**src/rtl/wait_rx_buffer_if.sv**
```systemverilog
// ---------------------------------------------------------------------------
// wait_rx_buffer_if
//   Byte-stream handshake bundle around wait_rx_buffer.
//   Sender side  : din, din_vld in; s_wait back to the sender.
//   Drain side   : dout, dout_vld out; dout_rdy from downstream.
//   Modports:
//     slave  - the buffer (receives din, drives s_wait and dout)
//     master - the environment (sender plus downstream consumer)
// ---------------------------------------------------------------------------
interface wait_rx_buffer_if #(
    parameter int DW = 8
);
    logic [DW-1:0] din;
    logic          din_vld;
    logic          s_wait;
    logic [DW-1:0] dout;
    logic          dout_vld;
    logic          dout_rdy;

    modport slave (
        input  din,
        input  din_vld,
        input  dout_rdy,
        output s_wait,
        output dout,
        output dout_vld
    );

    modport master (
        output din,
        output din_vld,
        output dout_rdy,
        input  s_wait,
        input  dout,
        input  dout_vld
    );
endinterface

```
**src/rtl/wait_rx_buffer.sv**
```systemverilog
// ---------------------------------------------------------------------------
// wait_rx_buffer
//   Receiving end of the "send when not waiting" byte stream. Incoming bytes
//   are captured into a first-word-fall-through FIFO; s_wait is a registered
//   backpressure flag that rises while SKID or fewer entries remain free, so a
//   sender reacting one cycle late still lands its byte in the margin.
//
//   Ports:
//     clk     - clock, all state on posedge
//     rstn    - asynchronous active-low reset
//     clr     - synchronous flush (FIFO, rx_cnt, ovf), wins over push/pop
//     bus     - wait_rx_buffer_if.slave: din/din_vld/s_wait, dout/dout_vld/dout_rdy
//     count   - current FIFO occupancy
//     rx_cnt  - bytes accepted since reset/clr, wraps at 16 bits
//     ovf     - sticky: a byte arrived while full with no pop, and was dropped
// ---------------------------------------------------------------------------
module wait_rx_buffer #(
    parameter int DW    = 8,
    parameter int DEPTH = 16,
    parameter int SKID  = 2
) (
    input  logic                       clk,
    input  logic                       rstn,
    input  logic                       clr,
    wait_rx_buffer_if.slave            bus,
    output logic [$clog2(DEPTH+1)-1:0] count,
    output logic [15:0]                rx_cnt,
    output logic                       ovf
);
    localparam int AW = $clog2(DEPTH);
    localparam int CW = $clog2(DEPTH + 1);

    logic [DW-1:0] mem [DEPTH];
    logic [AW-1:0] wr_ptr;
    logic [AW-1:0] rd_ptr;
    logic [CW-1:0] count_q;
    logic [15:0]   rx_cnt_q;
    logic          ovf_q;
    logic          s_wait_q;

    logic          full;
    logic          empty;
    logic          pop;
    logic          push;
    logic          drop;
    logic [CW-1:0] count_next;
    logic [CW-1:0] free_next;
    logic          s_wait_next;

    // Handshake decode: a pop at full frees the slot the concurrent push uses.
    always_comb begin
        full        = (count_q == CW'(DEPTH));
        empty       = (count_q == '0);
        pop         = !empty && bus.dout_rdy;
        push        = bus.din_vld && (!full || pop);
        drop        = bus.din_vld && full && !pop;
        count_next  = count_q + CW'(push) - CW'(pop);
        free_next   = CW'(DEPTH) - count_next;
        s_wait_next = (free_next <= CW'(SKID));
    end

    // Storage: data only, no reset; pointers gate what is visible.
    always_ff @(posedge clk) begin
        if (push && !clr) begin
            mem[wr_ptr] <= bus.din;
        end
    end

    // Control state: pointers, occupancy, counters and backpressure.
    always_ff @(posedge clk or negedge rstn) begin
        if (!rstn) begin
            wr_ptr   <= '0;
            rd_ptr   <= '0;
            count_q  <= '0;
            rx_cnt_q <= '0;
            ovf_q    <= 1'b0;
            s_wait_q <= 1'b1;  // hold the sender off while in reset
        end else if (clr) begin
            wr_ptr   <= '0;
            rd_ptr   <= '0;
            count_q  <= '0;
            rx_cnt_q <= '0;
            ovf_q    <= 1'b0;
            s_wait_q <= 1'b0;
        end else begin
            if (push) begin
                wr_ptr   <= wr_ptr + 1'b1;
                rx_cnt_q <= rx_cnt_q + 16'd1;
            end
            if (pop) begin
                rd_ptr <= rd_ptr + 1'b1;
            end
            if (drop) begin
                ovf_q <= 1'b1;
            end
            count_q  <= count_next;
            // Registered from post-update occupancy so it tracks this edge.
            s_wait_q <= s_wait_next;
        end
    end

    assign bus.dout     = mem[rd_ptr];
    assign bus.dout_vld = !empty;
    assign bus.s_wait   = s_wait_q;
    assign count        = count_q;
    assign rx_cnt       = rx_cnt_q;
    assign ovf          = ovf_q;
endmodule

```
**src/flat_wrapper.sv**
```systemverilog
// flat-port wrapper written by rule: the top's interface ports become plain ports
module wait_rx_buffer_flat 
#(
    parameter int DW    = 8,
    parameter int DEPTH = 16,
    parameter int SKID  = 2
)
  (clk, rstn, clr, count, rx_cnt, ovf, bus_din, bus_din_vld, bus_dout_rdy, bus_s_wait, bus_dout, bus_dout_vld);
  wait_rx_buffer_if #(.DW(DW)) bus_i ();
  input  logic clk;
  input  logic rstn;
  input  logic clr;
  output logic [$clog2(DEPTH+1)-1:0] count;
  output logic [15:0] rx_cnt;
  output logic ovf;
  input wire logic [$bits(bus_i.din)-1:0] bus_din;
  input wire logic [$bits(bus_i.din_vld)-1:0] bus_din_vld;
  input wire logic [$bits(bus_i.dout_rdy)-1:0] bus_dout_rdy;
  output wire logic [$bits(bus_i.s_wait)-1:0] bus_s_wait;
  output wire logic [$bits(bus_i.dout)-1:0] bus_dout;
  output wire logic [$bits(bus_i.dout_vld)-1:0] bus_dout_vld;
  assign bus_i.din = bus_din;
  assign bus_i.din_vld = bus_din_vld;
  assign bus_i.dout_rdy = bus_dout_rdy;
  assign bus_s_wait = bus_i.s_wait;
  assign bus_dout = bus_i.dout;
  assign bus_dout_vld = bus_i.dout_vld;
  wait_rx_buffer #(.DW(DW), .DEPTH(DEPTH), .SKID(SKID)) u_core (.clk(clk), .rstn(rstn), .clr(clr), .bus(bus_i), .count(count), .rx_cnt(rx_cnt), .ovf(ovf));
endmodule
```
**config.mk**
```make
export PLATFORM = sky130hd
export DESIGN_NAME = wait_rx_buffer_flat
export DESIGN_NICKNAME = d
export VERILOG_FILES = /design/src/rtl/wait_rx_buffer_if.sv /design/src/rtl/wait_rx_buffer.sv /design/src/flat_wrapper.sv
export SDC_FILE = /design/constraint.sdc
export NUM_CORES = 1
export LEC_CHECK = 0
export CAP_MARGIN = 5
export CORE_MARGIN = 8
export CORE_UTILIZATION = 45
export CTS_BUF_LIST = sky130_fd_sc_hd__clkbuf_4 sky130_fd_sc_hd__clkbuf_8
export CTS_CLUSTER_SIZE = 12
export DETAILED_ROUTE_END_ITERATION = 12
export DONT_BUFFER_PORTS = 1
export GPL_ROUTABILITY_DRIVEN = 1
export GPL_TIMING_DRIVEN = 1
export PLACE_DENSITY = 0.59
export SKIP_CTS_REPAIR_TIMING = 1
export SYNTH_ARGS = -nofsm -noshare
export SYNTH_HDL_FRONTEND = slang
export SYNTH_SLANG_ARGS = --single-unit
```
**constraint.sdc**
```tcl
create_clock -name clk -period 8.45 [get_ports clk]
set_input_delay 0.845 -clock clk [delete_from_list [all_inputs] [get_ports clk]]
set_output_delay 0.845 -clock clk [all_outputs]
set_load 0.05 [all_outputs]
```
==> flow_summary.ini <==
[detailed_routing]
totalWireLength_mm = 13.2
drt-vias-per-instance = 5.62
routed-via-count = 3267
routedWlPerCell_um = 22.7
number_of_drc_violations_after_detailed_routing_iteration_0 = 288
drt_pass1_iterations = 4
ant_nets = 0
drcViolationCount = 0

[floorplan]
fp.dieH_um = 138
initial_core_util = 0.462
top_level_ports = 45
fp.dieArea_um2 = 19100
die_width_um = 138
num_rows = 44
floorplan_core_area_um2 = 14500

[sta]
worst-slew-pin-transition_ps = 1100
min_period_over_period = 0.444
clock-skew-final_ps = 9.61
finalWorstPathRequiredPeriod_ps = 3750
setup_repair_after_global_routing_missed_its_margin = no
count_of_endpoints_failing_setup_in_the_final_report = 0
timing.fmax_mhz = 267
hold_viol = 0
timing.final.ws_setup_ps = 4700
totalNegativeSetupSlack_ps = 0
timing_max_transition_violations_final = 0
slew_headroom = 0.268

[synthesis]
synthesis.area_um2 = 6720
synth-warning-count = 0
netlist_instances = 378
synth_sequential_area_ratio = 0.688
ys.flop_type = sky130_fd_sc_hd__edfxtp_1
yosys_register_bits = 159
async_reset_ff_frac = 0.195
ys_top_cells_by_area = sky130_fd_sc_hd__edfxtp_1 57%, sky130_fd_sc_hd__dfrtp_1 11%, sky130_fd_sc_hd__mux4_1 7.4%
synthDominantAreaCellType = sky130_fd_sc_hd__edfxtp_1
average_cell_area_after_synthesis_um2 = 17.8
synth_largest_type_area_fraction = 0.572
ys_types = 39
synth.net_count = 405
synth_edf_count = 128

[grt]
grt_antenna_before_repair = 0
grt_max_degree = 36
first_global_vias = 3484
first_pass_grt_wire_length_mm = 20.8
grt_util_all_layers = 0.145
globalRoute.totalOverflow = 0

[layout]
fraction_of_final_layout_cells_sized_beyond_drive_strength_1 = 0.154
ff_latch_area_um2 = 4620
areaGrowthSynthToFinish_pct = 8.11
design.final.nets = 412
cell_area_after_layout_um2 = 7260
multiInputGateArea_um2 = 1930
final_cell_mix = 128 x sky130_fd_sc_hd__edfxtp_1, 39 x sky130_fd_sc_hd__nor2_1, 28 x sky130_fd_sc_hd__dfrtp_1
final_common_cell = sky130_fd_sc_hd__edfxtp_1
antenna-diode-count = 0
fillers = 1220

[clocking]
cts-buffers-inserted = 17
path_clk_slew_ps = 80
worst_skew_pair.late_latency_ps = 440
tritoncts_clock_tree = built
tritoncts_num_sinks = 159
clock_path_buffers = 2
h_tree_levels = 4
clk_root_buffer_cell = sky130_fd_sc_hd__clkbuf_8

[place]
preCtsSetupSlack_ps = 4800
place.detailed.hpwl_mm = 8.13
post_dp_cell_area_um2 = 6850
place_congestion = 0.747
placement.io_buffers = 0

[critical_path]
path_max_fanout = 35
reg2reg_to = u_core.bus.s_wait
critical_path_class = register to primary output
critPathRequiredTime_ps = 7610
critical_path.startpoint_type = register
number_of_cells_on_the_worst_reg_to_reg_path = 13
worst-r2r-setup-slack_ps = 4800
critPathCaptureType = primary output
critical_register_to_register_path_startpoint = u_core.count[2]
worstPathArrival_ps = 2910

[pwr]
total_power_mw = 1.96
power_leakage_nw = 2.43
cellPowerDensity_nw_per_um2 = 270
ir_worst_vdd_uv = 184

[status]
outcome = complete, no violations

[job]
drv.max_cap_violation_count = 0

[worst_hold_path]
hold_path_class = input port to async pin
==> per-layer routing <==
metal	global-route usage	wire length, um	vias up
li1	-	-	1483
met1	0.185	5650	1683
met2	0.225	6450	94
met3	0.0579	996	7
met4	0.0378	62	0
met5	0	0	-
==> power breakdown <==
group | internal (mW) | switching [mW]
clock network | 0.299 | 0.275
registers | 0.869 | 0.113
logic | 0.188 | 0.215
total | 1.36 | 0.602
==> layout make-up <==
cell class	count	share of cell area
flip-flops and latches	159	0.637
multi-input cells	192	0.265
clock inverters	12	0.0221
inverters	11	0.00569
repair buffers	4	0.00414
well taps	184	0.0317
clock buffers	19	0.0343
==> worst max path at each step <==
stage / startpoint / to / slack [ps]
6_report: u_core.rd_ptr[0] / bus_dout[1] / 4700
4_1_cts: u_core.rd_ptr[0] / bus_dout[5] / 4620
3_3_place_gp: u_core.count[3] / u_core.bus.s_wait / 4950
3_5_place_dp: u_core.count[2] / u_core.bus.s_wait / 4800
5_1_grt: u_core.rd_ptr[0] / bus_dout[2] / 4540
2_1_floorplan: u_core.count[3] / u_core.bus.s_wait / 5080
==> state kept, by name (all words and copies together) (netlist names) <==
register,flops
u_core.rd_ptr,4
u_core.ovf,1
u_core.wr_ptr,4
u_core.bus.s_wait,1
u_core.rx_cnt,16
u_core.count,5
u_core.mem,128
==> worst max-delay path: stages (launching register included) <==
cell	delay, ps
sky130_fd_sc_hd__dfrtp_2	1080
sky130_fd_sc_hd__mux4_1	670
sky130_fd_sc_hd__mux4_2	660
==> metrics by stage <==
stage               instances  utilization  hold WS, ps
CTS                       581        0.499         60.7
floorplan                 378            -          549
detailed placement        550        0.471          551
global placement          550        0.471          551
global route              581        0.499         43.2
finish                    581        0.499         88.1
==> logic make-up (layout without fill, tap and decap cells) <==
| logic type | Yosys count | after routing | synth area share |
|---|---|---|---|
| fa+ha+maj | 14 | 14 | 0.0272 |
| flops | 159 | 159 | 0.688 |
| buf+inv | 27 | 46 | 0.0252 |
| xor+xnor | 19 | 19 | 0.0248 |
| simple gates | 94 | 94 | 0.0665 |
| compound gates | 23 | 23 | 0.0205 |
| mux | 42 | 42 | 0.148 |
==> cells in the mapped netlist (2+ instances only) <==
| library cell | count |
|---|---|
| sky130_fd_sc_hd__a21oi_1 | 10 |
| sky130_fd_sc_hd__and4_1 | 2 |
| sky130_fd_sc_hd__buf_2 | 3 |
| sky130_fd_sc_hd__buf_4 | 2 |
| sky130_fd_sc_hd__buf_6 | 4 |
| sky130_fd_sc_hd__buf_8 | 2 |
| sky130_fd_sc_hd__clkbuf_1 | 4 |
| sky130_fd_sc_hd__dfrtp_1 | 30 |
| sky130_fd_sc_hd__edfxtp_1 | 128 |
| sky130_fd_sc_hd__ha_1 | 13 |
| sky130_fd_sc_hd__inv_1 | 11 |
| sky130_fd_sc_hd__mux2i_1 | 2 |
| sky130_fd_sc_hd__mux4_1 | 19 |
| sky130_fd_sc_hd__mux4_2 | 21 |
| sky130_fd_sc_hd__nand2_1 | 14 |
| sky130_fd_sc_hd__nand2b_1 | 6 |
| sky130_fd_sc_hd__nand3_1 | 9 |
| sky130_fd_sc_hd__nand4_1 | 2 |
| sky130_fd_sc_hd__nor2_1 | 39 |
| sky130_fd_sc_hd__nor2b_1 | 2 |
| sky130_fd_sc_hd__nor3_1 | 9 |
| sky130_fd_sc_hd__o21ai_0 | 7 |
| sky130_fd_sc_hd__or2_2 | 2 |
| sky130_fd_sc_hd__or3_1 | 5 |
| sky130_fd_sc_hd__xnor2_1 | 11 |
| sky130_fd_sc_hd__xor2_1 | 8 |
Note: power is estimated with default switching activity, not from simulation.
